`src/rtl/writeback_unit.sv`:
```
// writeback_unit: write-back stage of the multicycle MIPS core.
//
// On a start pulse in IDLE it latches the destination register, the write-back
// source and the load controls. For loads it waits for the memory read handshake
// and formats the returned word (byte/half extension, LWL/LWR merge). It then
// spends one cycle in WRITE, raising done and, unless suppressed, a single
// register-file write strobe.
//
// Ports:
//   i_clk, i_reset           clock, synchronous active-high reset
//   i_start                  launch write-back (sampled only in IDLE)
//   i_write_reg_rd[4:0]      destination register index
//   i_wb_src[1:0]            0 ALU, 1 load, 2 link, 3 no write
//   i_alu_result[31:0]       ALU result
//   i_link_addr[31:0]        return address
//   i_load_type[2:0]         0 LW, 1 LB, 2 LBU, 3 LH, 4 LHU, 5 LWL, 6 LWR, 7 LW
//   i_byte_offset[1:0]       effective address bits [1:0]
//   i_rt_old[31:0]           current rt value for LWL/LWR merge
//   i_mem_readdata[31:0]     load data, lowest-address byte in [31:24]
//   i_mem_waitrequest        high while read data is not yet valid
//   o_busy                   high in WAIT_MEM and WRITE
//   o_done                   one-cycle pulse in WRITE
//   o_rf_write_enable        register-file write strobe
//   o_rf_write_reg[4:0]      register index for the write
//   o_rf_write_data[31:0]    formatted write data
module writeback_unit (
    input  logic        i_clk,
    input  logic        i_reset,
    input  logic        i_start,
    input  logic [4:0]  i_write_reg_rd,
    input  logic [1:0]  i_wb_src,
    input  logic [31:0] i_alu_result,
    input  logic [31:0] i_link_addr,
    input  logic [2:0]  i_load_type,
    input  logic [1:0]  i_byte_offset,
    input  logic [31:0] i_rt_old,
    input  logic [31:0] i_mem_readdata,
    input  logic        i_mem_waitrequest,
    output logic        o_busy,
    output logic        o_done,
    output logic        o_rf_write_enable,
    output logic [4:0]  o_rf_write_reg,
    output logic [31:0] o_rf_write_data
);

    typedef enum logic [1:0] {StIdle, StWaitMem, StWrite} state_e;

    localparam logic [1:0] SrcAlu  = 2'd0;
    localparam logic [1:0] SrcLoad = 2'd1;
    localparam logic [1:0] SrcLink = 2'd2;
    localparam logic [1:0] SrcNone = 2'd3;

    state_e      r_state;
    state_e      w_next_state;

    // Pending load context, captured at start.
    logic [4:0]  r_pend_reg;
    logic [1:0]  r_src;
    logic [2:0]  r_load_type;
    logic [1:0]  r_offset;
    logic [31:0] r_rt_old;

    // Output-facing registers; only updated when entering WRITE so they hold
    // their previous values while a load is waiting on memory.
    logic [4:0]  r_out_reg;
    logic [31:0] r_out_data;

    logic        w_accept;
    logic        w_capture;
    logic [31:0] w_load_data;
    logic [31:0] w_sel_data;

    assign w_accept  = (r_state == StIdle) && i_start;
    assign w_capture = (r_state == StWaitMem) && !i_mem_waitrequest;

    // ---------------- FSM: state register ----------------
    always_ff @(posedge i_clk) begin
        if (i_reset) begin
            r_state <= StIdle;
        end else begin
            r_state <= w_next_state;
        end
    end

    // ---------------- FSM: next state ----------------
    always_comb begin
        w_next_state = r_state;
        unique case (r_state)
            StIdle: begin
                if (i_start) begin
                    w_next_state = (i_wb_src == SrcLoad) ? StWaitMem : StWrite;
                end
            end
            StWaitMem: begin
                if (!i_mem_waitrequest) begin
                    w_next_state = StWrite;
                end
            end
            StWrite: w_next_state = StIdle;
            default: w_next_state = StIdle;
        endcase
    end

    // ---------------- FSM: outputs ----------------
    always_comb begin
        o_busy            = 1'b0;
        o_done            = 1'b0;
        o_rf_write_enable = 1'b0;
        unique case (r_state)
            StIdle: ;
            StWaitMem: o_busy = 1'b1;
            StWrite: begin
                o_busy            = 1'b1;
                o_done            = 1'b1;
                o_rf_write_enable = (r_src != SrcNone) && (r_out_reg != 5'd0);
            end
            default: ;
        endcase
    end

    assign o_rf_write_reg  = r_out_reg;
    assign o_rf_write_data = r_out_data;

    // Non-load data selection at start; SrcNone value is never written.
    always_comb begin
        w_sel_data = i_alu_result;
        if (i_wb_src == SrcLink) begin
            w_sel_data = i_link_addr;
        end
    end

    // Load formatting from the latched controls and the incoming read word.
    always_comb begin
        logic [7:0]  w_byte;
        logic [15:0] w_half;
        w_load_data = i_mem_readdata;
        unique case (r_offset)
            2'd0:    w_byte = i_mem_readdata[31:24];
            2'd1:    w_byte = i_mem_readdata[23:16];
            2'd2:    w_byte = i_mem_readdata[15:8];
            default: w_byte = i_mem_readdata[7:0];
        endcase
        // Bit 0 of the offset is ignored for halfwords.
        w_half = r_offset[1] ? i_mem_readdata[15:0] : i_mem_readdata[31:16];
        case (r_load_type)
            3'd1: w_load_data = {{24{w_byte[7]}}, w_byte};
            3'd2: w_load_data = {24'd0, w_byte};
            3'd3: w_load_data = {{16{w_half[15]}}, w_half};
            3'd4: w_load_data = {16'd0, w_half};
            3'd5: begin
                unique case (r_offset)
                    2'd0:    w_load_data = i_mem_readdata;
                    2'd1:    w_load_data = {i_mem_readdata[23:0], r_rt_old[7:0]};
                    2'd2:    w_load_data = {i_mem_readdata[15:0], r_rt_old[15:0]};
                    default: w_load_data = {i_mem_readdata[7:0], r_rt_old[23:0]};
                endcase
            end
            3'd6: begin
                unique case (r_offset)
                    2'd0:    w_load_data = {r_rt_old[31:8], i_mem_readdata[31:24]};
                    2'd1:    w_load_data = {r_rt_old[31:16], i_mem_readdata[31:16]};
                    2'd2:    w_load_data = {r_rt_old[31:24], i_mem_readdata[31:8]};
                    default: w_load_data = i_mem_readdata;
                endcase
            end
            default: w_load_data = i_mem_readdata;
        endcase
    end

    // ---------------- datapath latches ----------------
    always_ff @(posedge i_clk) begin
        if (i_reset) begin
            r_pend_reg  <= 5'd0;
            r_src       <= SrcAlu;
            r_load_type <= 3'd0;
            r_offset    <= 2'd0;
            r_rt_old    <= 32'd0;
            r_out_reg   <= 5'd0;
            r_out_data  <= 32'd0;
        end else begin
            if (w_accept) begin
                r_pend_reg  <= i_write_reg_rd;
                r_src       <= i_wb_src;
                r_load_type <= i_load_type;
                r_offset    <= i_byte_offset;
                r_rt_old    <= i_rt_old;
                if (i_wb_src != SrcLoad) begin
                    r_out_reg  <= i_write_reg_rd;
                    r_out_data <= w_sel_data;
                end
            end
            if (w_capture) begin
                r_out_reg  <= r_pend_reg;
                r_out_data <= w_load_data;
            end
        end
    end

endmodule

```
`config.mk`:
```
export PLATFORM = sky130hd
export DESIGN_NAME = writeback_unit
export DESIGN_NICKNAME = d
export VERILOG_FILES = /design/src/rtl/writeback_unit.sv
export SDC_FILE = /design/constraint.sdc
export NUM_CORES = 1
export LEC_CHECK = 0
export CAP_MARGIN = 25
export CORE_MARGIN = 1.5
export CORE_UTILIZATION = 43
export DETAILED_ROUTE_END_ITERATION = 10
export PLACE_DENSITY = 0.78
export SYNTH_ARGS = -nofsm -noshare
export SYNTH_HDL_FRONTEND = slang
export SYNTH_SLANG_ARGS = --single-unit
```
`constraint.sdc`:
```
create_clock -name i_clk -period 1.8 [get_ports i_clk]
set_input_delay 0.45 -clock i_clk [delete_from_list [all_inputs] [get_ports i_clk]]
set_output_delay 0.45 -clock i_clk [all_outputs]
set_load 0.02 [all_outputs]
```
# After elaboration in Yosys (flattened, before gate mapping)
# Index checks and enable logic that the tools add are counted.
totals:
  reg_bits: 83
  inputBits: 144
  output_inout_bits: 40
classes:
  n_eq_ne: 16
  muxes: 19
  n_reduce_logical: 12
op_table:
  columns: ["operator", "n"]
  rows:
  - ["$pmux 32 s3", 2]
  - ["$pmux 32 s6", 1]
  - ["$mux 32", 4]
  - ["$pmux 8 s3", 1]
  - ["$mux 16", 1]
  - ["$mux 5", 3]
  - ["$eq 3x3->1 const B", 3]
  - ["$eq 2x1->1 const B", 3]
  - ["$eq 2x2->1 const B", 3]
  - ["$eq 3x2->1 const B", 2]
  - ["$mux 2", 3]
  - ["$ne 2x2->1 const B", 3]
  - ["$reduce_bool 5->1", 1]
  - ["$logic_not 2->1", 2]
  - ["$pmux 2 s2", 1]
  - ["$reduce_and 2->1", 2]
  - ["$reduce_bool 2->1", 2]
  - ["$eq 3x1->1 const B", 1]
  - ["$logic_and 1x1->1", 3]
  - ["$mux 1", 3]
  - ["$ne 2x1->1 const B", 1]
  - ["$reduce_or 2->1", 1]
  - ["$logic_not 1->1", 1]

# Longest topological paths before layout
depth:
  depth_word: 5
  depth_mapped: 8

# Least setup slack after synthesis
# No wires, ideal clock.
synth_path:
  path_kind: "flip-flop to flip-flop"
  start: "register r_state[1]"
  end: "register r_out_data[10] (netlist: o_rf_write_data[10])"
  setup_time_ns: 0.133
  arrival_time_ns: 1.678
  setup_slack_ns: -0.011
  stages_incl_launch_ff: 9
  n_path_buf: 2
  synth_period_minus_slack_ns: 1.811
  cell_sequence: "dfxtp_1 > inv_1 > ha_1 > nor2b_1 > clkbuf_1 > clkbuf_1 > o221ai_1 > a211oi_1 > nor4_1"
synth_between:
  elab_chain_cells: 4
synth_rtl:
  columns: ["item", "line", "source"]
  rows:
  - ["start, declared", "53", "state_e r_state;"]
  - ["start signal, assigned", "79", "r_state <= StIdle;"]
  - ["start signal, assigned", "81", "r_state <= w_next_state;"]
  - ["$eq 2x1->1 / $logic_not 2->1 (equally long branches)", "74, 73", null]
  - ["$logic_and 1x1->1, on equally long branches", "74, 73", null]
  - ["$reduce_bool 2->1 (no line)", null, null]
  - ["$reduce_and 2->1 (no line)", null, null]
  - ["end signal, assigned", "189", "r_out_data <= w_sel_data;"]
  - ["end signal, assigned", "194", "r_out_data <= w_load_data;"]
  - ["end, declared", "66", "logic [31:0] r_out_data;"]
# Several ways; a longest one is shown, not always the timed one.
# A chain may end at the register's enable or synchronous reset.

# Worst setup path after layout
layout_path:
  start: "input port i_wb_src[1]"
  end: "register r_out_data[13] (netlist: o_rf_write_data[13])"
layout_between:
  elab_chain_cells: 5
layout_rtl:
  columns: ["item", "line", "source"]
  rows:
  - ["start, declared", "31", "input logic [1:0] i_wb_src,"]
  - ["$eq 2x2->1", "127", "if (i_wb_src == SrcLink) begin"]
  - ["$mux 32", "127", null]
  - ["$mux 32", "187", "if (i_wb_src != SrcLoad) begin"]
  - ["$mux 32", "181", "if (w_accept) begin"]
  - ["$mux 32", "192", "if (w_capture) begin"]
# Several ways; a longest one is shown, not always the timed one. The select of a mux whose other input is x is not followed.

==> metrics.csv <==
stage,metric,value,unit
status,status,"finished, violations left",
status,violations,negative setup slack,
grt,grt_start_max_net_pins,49,
critical_path,endpoint,o_rf_write_data[13],
synthesis,yosys.area.top_type,dfxtp_1,
layout,final_layout_size_suffix_gt1_frac,0.289,
layout,diodes,0,
synthesis,syn_avg_cell_area,7.87,um2
clock_tree,htreeDepth,3,
detailed_routing,avgRoutedWirePerCell,21.0,um
critical_path,critPathSlowestCell,dlygate4sd2_1,
sta,rsz0062_at_grt,yes,
pwr,seqPwrFrac,0.309,
sta,finalSetupViolations,2,
detailed_routing,viasPerCell,6.08,
critical_path,startpoint,i_wb_src[1],
pwr,irDropWorstVdd,0.000546,V
clock_tree,cts_num_sinks,83,
synthesis,synth_top_family_by_area,compound AO/OA/AOI/OAI gates,
layout,fill_cells,897,
synthesis,synth-seq-cells,83,
detailed_routing,drt_iter0_markers,674,
critical_path,critical_path_buf_inv_count,5,
clock_tree,clk_latency,0.36,ns
clock_tree,cts_buffers,9,
pwr,power.total,6.96,mW
pwr,pwr-share-comb,0.370,
grt,antenna_found_initial,0,
critical_path,cpPeakStageDelay,0.25,ns
grt,grt_pass1_wl,35900,um
pwr,internal-power,4.69,mW
sta,finalCritPeriodShare,1.03,
synthesis,synth_commonest_cells,"nand2_1 (138), dfxtp_1 (83), mux2i_1 (77), a21oi_1 (65), nor2_1 (61)",
placement,dp.cells,1138,
critical_path,endpoint_kind,flop,
grt,track_usage,0.329,
sta,finClkSkew,0.00865,ns
critical_path,worst-path-max-fanout,4,
floorplan,io_pins,184,
sta,tightestPinTransition,0.478,ns
critical_path,critPathKind,input pin to flop,
synthesis,synth_nets,866,
layout,fin_nets,1148,
pwr,p_leak,3.86,nW
sta,hold_viol,0,
grt,grt_pass1_vias,6771,
synthesis,synth_compound_area_frac,0.272,
hold_path,holdCritPathClass,flop to flop,
synthesis,yosys_warnings,0,
clock_tree,root_buffer,clkbuf_16,
clock_tree,clock_path_buffers,2,
synthesis,synth_top_area_share,0.293,
critical_path,path_common_cell,buf_12,
critical_path,r2r_end,o_rf_write_data[13],
synthesis,synth_xor_area_frac,0,
detailed_routing,ant_nets,0,
detailed_routing,routed_wirelength,24800,um
critical_path,crit_chain,"dlygate4sd2_1, nor2b_4, buf_12, buf_16, buf_12, mux2i_2, buf_4, a2bb2oi_1, nor2_1, nor4_1",
floorplan,fp.coreArea,12700,um2
critical_path,crit_cells,10,
floorplan,initial_core_util,0.445,
critical_path,cp.required,2.06,ns
sta,max_freq,0.539,GHz
synthesis,synthTopCellsByArea,"dfxtp_1 (29%), mux2i_1 (14%), nand2_1 (9.1%)",
synthesis,synthFlopType,dfxtp_1,
synthesis,yosys.area_share.simple,0.186,
critical_path,crit_arrival,2.12,ns
clock_tree,cts_hold_buf,0,
layout,area_delta_synth_final,72.3,%
sta,fin_crit,1.86,ns
clock_tree,clk_pin_slew,0.07,ns
detailed_routing,vias,7164,
floorplan,die-area,13900,um2
pwr,p_sw,2.27,mW
placement,dp_hpwl,17100,um
floorplan,num_rows,41,
pwr,p_per_area,713,nW/um2
detailed_routing,drcViolationCount,0,
synthesis,yosysSeqAreaShare,0.293,
pwr,clockPowerShare,0.321,
clock_tree,cts_tree,yes,
synthesis,yosys.cell_count.top_type,nand2_1,
job,cap_violations,0,
pwr,switching_share,0.326,
synthesis,async_flop_share,0,
synthesis,synth_fa_ha_area_frac,0.00663,
layout,fin_cells,1178,
floorplan,die_h,118,um
sta,slew_headroom,0.681,
synthesis,netlist_instances,719,
critical_path,reg2reg_from,r_load_type[0],
critical_path,cp-start-kind,input pin,
synthesis,muxShareOfSynthArea,0.173,
critical_path,reg2reg_depth,7,
synthesis,synth_area,5660,um2
critical_path,r2r_slack,-0.02,ns
floorplan,die_width,118,um
sta,maxSlewViolCount,0,
placement,port_buffers,183,
layout,fin_util,0.767,
detailed_routing,first_pass_iters,7,
critical_path,path_delay_family,buffers and inverters,
grt,grt_overflow_total,0,
synthesis,synth_edf_count,0,
placement,gp_congestion,1.02,
synthesis,synth_cell_types,56,
sta,setup_slack,-0.0557,ns
## cell families (layout without fill, tap and decap cells)
logic type,after synthesis,in the layout
flip-flops,83,83
AO/OA/AOI/OAI,223,223
multiplexers,95,95
adder cells (fa/ha/maj),3,3
buffers and inverters,71,358
AND/OR/NAND/NOR,244,244
## cells in the final DEF (no fill, tap or decap), types with 5 or more instances in the layout
cell	synthesis	final
o21ai_1	1	5
mux2i_4	0	10
dlygate4sd2_1	0	10
buf_6	10	13
buf_12	0	15
a2111oi_1	7	6
mux2i_2	0	16
o22ai_1	8	5
a311oi_1	5	5
o21ai_0	47	43
a32oi_1	10	10
clkdlybuf4s50_1	0	158
a211oi_1	21	8
a211oi_2	1	12
nand2_1	138	136
o221ai_1	10	7
a21oi_1	65	62
nor4_1	16	13
mux2i_1	77	51
a2111oi_2	3	13
dlymetal6s2s_1	0	10
a21boi_0	6	6
buf_4	6	120
dfxtp_1	83	77
nor2_1	61	60
mux2_2	16	15
clkbuf_16	0	11
a2bb2oi_1	8	8
a222oi_1	6	6
## area by class of cell
| type | instances | area [um2] | share of cell area |
|---|---|---|---|
| Sequential cell | 83 | 1670 | 0.172 |
| Inverter | 6 | 27.5 | 0.00282 |
| Tap cell | 172 | 215 | 0.0221 |
| Timing Repair Buffer | 336 | 3310 | 0.340 |
| Clock inverter | 7 | 121 | 0.0124 |
| Multi-Input combinational cell | 565 | 4180 | 0.428 |
| Clock buffer | 9 | 225 | 0.0231 |
## how the worst min path moves through the flow
stage / cells past startpoint / slack, ns / end / start
5_1_grt: 2 / 0.48 / r_pend_reg[4] / r_pend_reg[4]
3_3_place_gp: 2 / 0.44 / r_pend_reg[3] / r_pend_reg[3]
3_5_place_dp: 2 / 0.45 / r_pend_reg[2] / r_pend_reg[2]
4_1_cts: 2 / 0.46 / r_src[1] / r_src[1]
2_1_floorplan: 2 / 0.44 / r_rt_old[0] / r_rt_old[0]
6_report: 2 / 0.46 / r_src[1] / r_src[1]
## stage by stage
| stage | cell area (um2) | hold slack, ns | setup TNS [ns] | setup slack [ns] |
|---|---|---|---|---|
| floorplan | 5660 | 0.436 | 0 | 0.0105 |
| global placement | 8460 | 0.443 | -20.32 | -0.577 |
| detailed placement | 8460 | 0.449 | -22.93 | -0.631 |
| CTS | 9270 | 0.458 | 0 | 0.0000802 |
| global route | 9750 | 0.477 | -0.457 | -0.105 |
| finish | 9750 | 0.457 | -0.0762 | -0.0557 |
## timing repair
action / in CTS / in global routing
gates resized for setup: 87 / 99
pin swaps: 20 / 28
buffers inserted: 16 / 8
gates cloned: 2 / 2
hold endpoints to repair: 0 / 0
setup endpoints to repair: 38 / 39
## routing by layer
layer	track usage	wire, um
met1	0.399	9550
met2	0.551	11600
met3	0.0799	2410
met4	0.152	1240
met5	0	0
## power groups by stage
stage	combinational, mW	sequential, mW	clock [mW]
after CTS	2.32	2.14	2.22
after floorplan	0.978	2.25	0
after detailed placement	2.17	2.18	0
after global placement	2.14	2.18	0
after global routing	2.70	2.16	2.31
final	2.57	2.15	2.23
## worst min-delay path: cells and delay by family (launching register included)
| kind | cells | cell delay [ns] |
|---|---|---|
| compound gates | 1 | 0.05 |
| flops | 1 | 0.31 |
| simple gates | 1 | 0.05 |
Power figures use the tool's default switching activity.
